<file path="config.mk">
export PLATFORM = sky130hd
export DESIGN_NAME = sya_pe_bank_ctrl
export DESIGN_NICKNAME = d
export VERILOG_FILES = /design/src/rtl/sya_pe_bank_ctrl.sv
export SDC_FILE = /design/constraint.sdc
export NUM_CORES = 2
export LEC_CHECK = 0
export ABC_AREA = 1
export BUFFER_PORTS_ARGS = -buffer_cell sky130_fd_sc_hd__buf_2
export CORE_AREA = 2 2 419 421
export DETAILED_ROUTE_END_ITERATION = 6
export DIE_AREA = 0 0 421 423
export GPL_ROUTABILITY_DRIVEN = 0
export PLACE_DENSITY = 0.78
export SETUP_SLACK_MARGIN = 0.3
export SLEW_MARGIN = 5
export SYNTH_ARGS = -nofsm -noshare
export SYNTH_HDL_FRONTEND = slang
export SYNTH_SLANG_ARGS = --single-unit
export TNS_END_PERCENT = 50
</file>
<file path="constraint.sdc">
create_clock -name clk -period 2.2 [get_ports clk]
set_clock_uncertainty 0.15 [all_clocks]
set_input_delay 0.22 -clock clk [delete_from_list [all_inputs] [get_ports clk]]
set_output_delay 0.22 -clock clk [all_outputs]
set_load 0.02 [all_outputs]
</file>
<file path="src/rtl/sya_pe_bank_ctrl.sv">
// Sequencer for the output-stationary systolic PE bank: takes a K-step tile job, skews act/wgt
// into the array, drives per-PE En/Reset along the diagonals, then drains and offers the tile.
module sya_pe_bank_ctrl #(
    parameter int NUM_ROW   = 16,
    parameter int NUM_COL   = 16,
    parameter int ACT_WIDTH = 8,
    parameter int WGT_WIDTH = 8,
    parameter int CHN_WIDTH = 16
) (
    input  logic                           clk,
    input  logic                           rst_n,
    input  logic                           CfgVld,
    output logic                           CfgRdy,
    input  logic [CHN_WIDTH-1:0]           CfgNumChn,
    input  logic                           InActVld,
    output logic                           InActRdy,
    input  logic [NUM_ROW*ACT_WIDTH-1:0]   InAct,
    input  logic                           InWgtVld,
    output logic                           InWgtRdy,
    input  logic [NUM_COL*WGT_WIDTH-1:0]   InWgt,
    output logic [NUM_ROW*ACT_WIDTH-1:0]   OutAct_W,
    output logic [NUM_COL*WGT_WIDTH-1:0]   OutWgt_N,
    output logic [NUM_ROW*NUM_COL-1:0]     En,
    output logic [NUM_ROW*NUM_COL-1:0]     Reset,
    output logic                           PsumVld,
    input  logic                           PsumRdy
);
    // state | meaning
    // IDLE  | waiting for a job, CfgRdy high
    // FEED  | consuming one act/wgt vector pair per step
    // DRAIN | flushing skew pipes and the last PE MAC
    // OUT   | bank holds the finished tile until PsumRdy

    localparam int NUM_DIAG = NUM_ROW + NUM_COL - 1;
    localparam int DRN_W    = $clog2(NUM_ROW + NUM_COL);
    // Last fire to PsumVld spans NUM_ROW+NUM_COL cycles; one of them is the fire cycle itself.
    localparam logic [DRN_W-1:0] DRN_LOAD = DRN_W'(NUM_ROW + NUM_COL - 2);

    typedef enum logic [1:0] {IDLE, FEED, DRAIN, OUT} state_t;

    state_t                state;
    logic [CHN_WIDTH-1:0]  stepCnt;
    logic [DRN_W-1:0]      drainCnt;
    logic                  firstPend;
    logic                  advQ;
    logic [NUM_DIAG-1:0]   tok;
    logic [NUM_DIAG-1:0]   first;
    logic                  fire;
    logic                  adv;

    assign fire     = (state == FEED) && InActVld && InWgtVld;
    assign adv      = fire || (state == DRAIN);
    assign CfgRdy   = (state == IDLE);
    assign InActRdy = (state == FEED) && InWgtVld;
    assign InWgtRdy = (state == FEED) && InActVld;
    assign PsumVld  = (state == OUT);

    always_ff @(posedge clk or negedge rst_n) begin
        if (!rst_n) begin
            state     <= IDLE;
            stepCnt   <= '0;
            drainCnt  <= '0;
            firstPend <= 1'b0;
        end else begin
            case (state)
                IDLE: begin
                    if (CfgVld && (CfgNumChn != '0)) begin
                        stepCnt   <= CfgNumChn - 1'b1;
                        firstPend <= 1'b1;
                        state     <= FEED;
                    end
                end
                FEED: begin
                    if (fire) begin
                        firstPend <= 1'b0;
                        if (stepCnt == '0) begin
                            drainCnt <= DRN_LOAD;
                            state    <= DRAIN;
                        end else begin
                            stepCnt <= stepCnt - 1'b1;
                        end
                    end
                end
                DRAIN: begin
                    if (drainCnt == '0) state <= OUT;
                    else                drainCnt <= drainCnt - 1'b1;
                end
                OUT: begin
                    if (PsumRdy) state <= IDLE;
                end
                default: state <= IDLE;
            endcase
        end
    end

    // Everything downstream of the input advances only together, so a stall freezes all diagonals.
    always_ff @(posedge clk or negedge rst_n) begin
        if (!rst_n) begin
            advQ  <= 1'b0;
            tok   <= '0;
            first <= '0;
        end else begin
            advQ <= adv;
            if (adv) begin
                tok[0]   <= fire;
                first[0] <= fire && firstPend;
                for (int d = 1; d < NUM_DIAG; d++) begin
                    tok[d]   <= tok[d-1];
                    first[d] <= first[d-1];
                end
            end
        end
    end

    always_comb begin
        En    = '0;
        Reset = '0;
        for (int r = 0; r < NUM_ROW; r++) begin
            for (int c = 0; c < NUM_COL; c++) begin
                En[r*NUM_COL+c]    = advQ && tok[r+c];
                Reset[r*NUM_COL+c] = advQ && tok[r+c] && first[r+c];
            end
        end
    end

    // Zeros enter the pipes whenever no step fires, so idle lanes read 0.
    for (genvar r = 0; r < NUM_ROW; r++) begin : gActSkew
        logic [ACT_WIDTH-1:0] pipe [r+1];
        always_ff @(posedge clk or negedge rst_n) begin
            if (!rst_n) begin
                for (int i = 0; i <= r; i++) pipe[i] <= '0;
            end else if (adv) begin
                pipe[0] <= fire ? InAct[r*ACT_WIDTH +: ACT_WIDTH] : '0;
                for (int i = 1; i <= r; i++) pipe[i] <= pipe[i-1];
            end
        end
        assign OutAct_W[r*ACT_WIDTH +: ACT_WIDTH] = pipe[r];
    end

    for (genvar c = 0; c < NUM_COL; c++) begin : gWgtSkew
        logic [WGT_WIDTH-1:0] pipe [c+1];
        always_ff @(posedge clk or negedge rst_n) begin
            if (!rst_n) begin
                for (int i = 0; i <= c; i++) pipe[i] <= '0;
            end else if (adv) begin
                pipe[0] <= fire ? InWgt[c*WGT_WIDTH +: WGT_WIDTH] : '0;
                for (int i = 1; i <= c; i++) pipe[i] <= pipe[i-1];
            end
        end
        assign OutWgt_N[c*WGT_WIDTH +: WGT_WIDTH] = pipe[c];
    end

endmodule

</file>
[After elaboration in Yosys (flattened, before gate mapping)]
Cells that the tools add are included.
Operators by class
  $add $sub $neg: 3
  equality and inequality tests: 10
  mux-type cells: 49
  reduce and logical (&&, ||, !) cells: 78
Operators by type and width (number)
  8-bit 2-to-1 mux: 32
  1-bit logical AND: 67
  16-bit 2-to-1 mux: 3
  16-bit one-hot mux with 2 select lines: 1
  16-bit by 1-bit subtractor with 16-bit output, second input constant: 2
  16-bit logical NOT: 1
  16-bit nonzero test: 1
  5-bit 2-to-1 mux: 3
  2-bit 2-to-1 mux: 5
  5-bit one-hot mux with 2 select lines: 1
  2-bit by 1-bit inequality test with 1-bit output, second input constant: 4
  2-bit one-hot mux with 4 select lines: 1
  4-bit AND reduction: 2
  2-bit inequality test, second input constant: 3
  5-bit logical NOT: 1
  5-bit AND reduction: 1
  5-bit by 1-bit subtractor with 5-bit output, second input constant: 1
  2-bit == test, second input constant: 2
  2-bit nonzero test: 2
  3-bit AND reduction: 1
  2-bit by 1-bit == test with 1-bit output, second input constant: 1
  2-bit logical NOT: 1
  1-bit 2-to-1 mux: 2
  1-bit one-hot mux with 2 select lines: 1
  1-bit logical OR: 1
Word-level totals
  bits in registers: 2263
  input bits: 278
  output and inout bits: 772
  logic and storage cells: 419

[Depth between registers and ports, before layout]
  depth after elaboration: 5
  mapped depth: 15
  gate-level depth less buffers: 14

[Worst setup path before layout]
Ideal clock, no wire load.
  path kind: reg2reg
  start point: register state[1]
  end point: register gActSkew[12].pipe, in the netlist OutAct_W[100]
  setup time: 127 ps
  arrival: 1880 ps
  data required time: 1923 ps
  path slack: 43 ps
  cell stages (with the launch flop): 12
  buffers on the path: 4
  path through: dfrtp_1 -> inv_1 -> ha_1 -> buf_4 -> nand2_2 -> nor2_4 -> inv_2 -> nand2_2 -> buf_6 -> buf_6 -> buf_6 -> mux2_1
Between the ends
  cells in the longest elaborated chain, start to end: 4
RTL lines
  from (decl): line 41  | state_t state;
  from (signal assigned): line 60  | state <= IDLE;
  from (signal assigned): line 70  | state <= FEED;
  from (signal assigned): line 78  | state <= DRAIN;
  2-bit by 1-bit == test with 1-bit output: line 51  | assign fire = (state == FEED) && InActVld && InWgtVld;
  1-bit logical AND (2 in series): line 51
  1-bit logical OR (*): line 52  | assign adv = fire || (state == DRAIN);
  to (decl): line 128  | logic [ACT_WIDTH-1:0] pipe [r+1];
Every way passes the cells marked *; elsewhere a longest branch is shown, timed or not.
A chain may end at the register's enable or synchronous reset.

[Worst setup path in the final report]
  start point: register advQ
  end point: output Reset[121]
Between the ends
  cells in the longest elaborated chain, start to end: 2
RTL lines
  from (decl): line 45  | logic advQ;
  from (signal assigned): line 103  | advQ <= adv;
  1-bit logical AND (2 in series): line 121  | Reset[r*NUM_COL+c] = advQ && tok[r+c] && first[r+c];
  to (decl): line 24  | output logic [NUM_ROW*NUM_COL-1:0] Reset,
No other way between the ends.

==> impl_metrics.py <==
metrics = {
    "place": {
        "placed_cells": 9268,
        "place_hpwl_mm": 125,
        "numPortBuffers": 1049,
    },
    "flow_run": {
        "timing.max_cap.violations": 0,
    },
    "synth": {
        "synth-compound-area-share_pct": 0.858,
        "netlist_area_mm2": 0.0913,
        "yosysUniqueCellTypes": 27,
        "synth.net_count": 6927,
        "muxShareOfSynthArea_pct": 22.7,
        "yosysWarningCount": 0,
        "synthCells": 6642,
        "synthAdderAreaFrac_pct": 0.0959,
        "synth_xor_area_share_pct": 0.0479,
        "avgSynthCellArea_um2": 13.8,
        "ys_ff_latch": 2263,
        "synth_top_family_by_area": "multiplexers",
        "yosys.area_share.simple_pct": 5.36,
        "seq_area_frac_synth_pct": 62.0,
    },
    "cts": {
        "path_clk_slew_ps": 60,
        "clockBufferDepth": 3,
        "numCtsBuffers": 217,
        "cts_tree": "done",
        "clkSinkCount": 2263,
        "clkLatencyLatePin_ps": 850,
        "htreeDepth": 4,
        "cts-root-buf": "clkbuf_16",
    },
    "routing": {
        "drc": 1,
        "ant_nets": 0,
        "via_per_inst": 5.27,
        "totalWireLength_mm": 214,
        "num_vias": 53866,
        "dr.pass1.iters": 7,
        "drt-initial-drc-count": 3690,
        "detail_route.wl_per_cell_um": 21.0,
    },
    "timing": {
        "fin_ws_ps": -361,
        "drv_slew": 0,
        "tightest_slew_ps": 848,
        "relSlewSlack_pct": 43.3,
        "rsz0062_at_grt": "yes",
        "post-route-period-util_pct": 116,
        "final-hold-violation-count": 0,
        "setup_viol": 1973,
        "hold_ws_ps": 77.1,
        "fin_tns_setup_ps": -181480,
        "max_freq_mhz": 390,
        "period_minus_slack_ps": 2560,
    },
    "pwr": {
        "p_leak_nw": 57.0,
        "power.density_mw_per_mm2": 1400,
        "power_w": 0.153,
        "vdd_drop_max_v": 0.000991,
    },
    "layout": {
        "fin_cells": 10216,
        "area.growth.synth_to_final_pct": 19.9,
        "nets": 7974,
        "final_layout_size_suffix_gt1_share_pct": 31.2,
        "fillers": 11530,
    },
    "grt": {
        "grt_pass1_vias": 57773,
        "grt_usage_pct": 23.8,
        "antenna_found_initial": 14,
        "grt_max_degree": 120,
        "grt_pass1_wl_mm": 333,
        "overflow": 0,
    },
    "floorplanning": {
        "die_h_um": 423,
        "fp.coreArea_mm2": 0.173,
        "rows": 153,
        "initial_core_util_pct": 52.7,
        "dieArea_mm2": 0.178,
        "pin_count": 1050,
        "fp.dieW_um": 421,
    },
    "setup_path": {
        "cp_data_arrival_time_ps": 2190,
        "rrSetupSlack_ps": -180,
        "critical-path-top-delay-family": "buffers and inverters",
        "regToRegStartpoint": "state[1]$_DFFE_PN0P_",
        "crit_top_cell": "buf_12",
        "worstSetupPathType": "reg -> out",
        "cpPeakStageDelay_ps": 410,
        "worstPathMaxFanout": 19,
        "slowest_stage": "dfrtp_2",
        "crit_chain": "buf_12, buf_12, nand2_8, nor2_4, buf_6, buf_2",
        "r2r_cells": 9,
        "cp-start-kind": "flip-flop",
        "reg2reg_to": "OutAct_W[34]$_DFFE_PN0P_",
        "cp_num_buf_inv": 4,
        "worst_setup_path_end_kind": "output port",
        "crit_required_ps": 1830,
    },
    "run_status": {
        "violations": "DRC, setup timing",
        "outcome": "finished, violations left",
    },
    "min_path": {
        "hp-class": "in -> async",
    },
}
[layout by cell type, fill, tap and decap left out, types with 22 or more instances in the layout]
master / synthesis / final
dfrtp_1: 2263 / 2262
mux2_1: 1198 / 1198
buf_2: 42 / 936
nand2_1: 793 / 757
mux2_2: 643 / 643
dlygate4sd3_1: 0 / 505
nand3_1: 269 / 266
buf_4: 762 / 221
clkbuf_16: 0 / 220
inv_1: 145 / 125
buf_12: 0 / 113
nor2_1: 132 / 101
o21ai_0: 99 / 97
clkbuf_8: 0 / 61
a21oi_1: 55 / 55
buf_6: 117 / 47
clkinv_2: 0 / 44
clkbuf_1: 87 / 35
nor2_4: 1 / 26
clkinvlp_4: 0 / 23
bufinv_16: 0 / 22
[power by group]
group / leakage [nW] / total, W / switching (W) / internal, W
clock: 3.81 / 0.0396 / 0.0166 / 0.0230
combinational: 23.2 / 0.0496 / 0.0265 / 0.0230
sequential: 30.1 / 0.0639 / 0.00816 / 0.0557
[registers in the layout, indices dropped and copies added (netlist names)]
register       cells
gActSkew.pipe    968
gWgtSkew.pipe    968
OutAct_W         120
OutWgt_N         120
first             31
tok               31
stepCnt           16
drainCnt           5
state              2
advQ               1
firstPend          1
[stage by stage]
stage	area, um^2	utilization [%]	setup slack (ps)
after global placement	95200	54.9	-179
after global routing	109000	63.2	-449
after CTS	108000	62.5	-424
final	109000	63.2	-361
after floorplan	91400	-	80.7
after detailed placement	95200	54.9	-186
[what timing repair did]
item	in CTS	in global routing
resized for setup	87	274
setup buffers	4	12
pin swaps	1	20
endpoints found under the hold margin	2540	0
setup endpoints to repair	2801	3568
cloned	1	5
hold buffers	505	0
[cells in the mapped netlist]
library cell | instances | area share [%]
a22oi_1 | 1 | 0.0082
xnor2_1 | 4 | 0.038
clkbuf_1 | 87 | 0.36
buf_6 | 117 | 1.4
or2_2 | 3 | 0.021
mux2_1 | 1198 | 15
a21oi_1 | 55 | 0.30
nor2_2 | 1 | 0.0069
buf_4 | 762 | 6.3
inv_1 | 145 | 0.60
buf_1 | 10 | 0.041
nand2_1 | 793 | 3.3
o21ai_0 | 99 | 0.54
nor3_1 | 1 | 0.0055
ha_1 | 7 | 0.096
nor2_1 | 132 | 0.54
nand4_1 | 2 | 0.014
dfrtp_1 | 2263 | 62
xor2_1 | 1 | 0.0096
o21ai_1 | 1 | 0.0055
nand3b_1 | 1 | 0.0082
inv_2 | 2 | 0.0082
nand2_2 | 2 | 0.014
buf_2 | 42 | 0.23
nor2_4 | 1 | 0.012
nand3_1 | 269 | 1.5
mux2_2 | 643 | 7.9
[worst max-delay path by stage]
| stage | startpoint | end | slack, ps | depth (start not counted) |
|---|---|---|---|---|
| 2_1_floorplan | state[1]$_DFFE_PN0P_ | stepCnt[12]$_DFFE_PN0P_ | 80 | 14 |
| 3_3_place_gp | state[1]$_DFFE_PN0P_ | gWgtSkew[8].pipe[39]$_DFFE_PN0P_ | -180 | 9 |
| 3_5_place_dp | state[1]$_DFFE_PN0P_ | gWgtSkew[8].pipe[39]$_DFFE_PN0P_ | -190 | 9 |
| 4_1_cts | advQ$_DFF_PN0_ | En[106] | -420 | 4 |
| 5_1_grt | advQ$_DFF_PN0_ | Reset[121] | -450 | 6 |
| 6_report | advQ$_DFF_PN0_ | Reset[121] | -360 | 6 |
[routing by layer]
layer	up-vias	global-route usage, %	wire, um	part of all wire, %
met5	-	0	38	0.018
met4	6	16.5	16200	7.6
met3	763	4.46	10600	4.9
met2	1936	40.4	108000	50
met1	27446	27.3	79600	37
li1	23715	-	-	-
[worst reg2reg max path: cells and delay by family (launching register included)]
family / cells / cell delay [ps]
DFF: 1 / 400
and+or+nand+nor: 3 / 400
buffers and inverters: 4 / 700
adders and majority gates: 1 / 140
muxes: 1 / 450
[cell type report]
cell class | instances | area [um^2] | share of cell area (%)
repair buffers | 1843 | 14500 | 13.3
well taps | 2325 | 2910 | 2.66
multi-input cells | 3214 | 27000 | 24.7
inverters | 147 | 616 | 0.562
clock buffers | 314 | 6430 | 5.87
clock inverters | 95 | 1290 | 1.18
repair inverters | 3 | 22.5 | 0.0206
flip-flops and latches | 2263 | 56600 | 51.7
diodes | 12 | 30.0 | 0.0274
[kinds of logic (layout without fill, tap and decap cells)]
kind of cell | count (synthesis) | in the layout
other cells | 0 | 12
fa+ha+maj | 7 | 7
mux | 1841 | 1841
flops | 2263 | 2263
simple gates | 1205 | 1205
compound gates | 156 | 156
buf+inv | 1165 | 2402
xor+xnor | 5 | 5
Power figures use the tool's default switching activity.
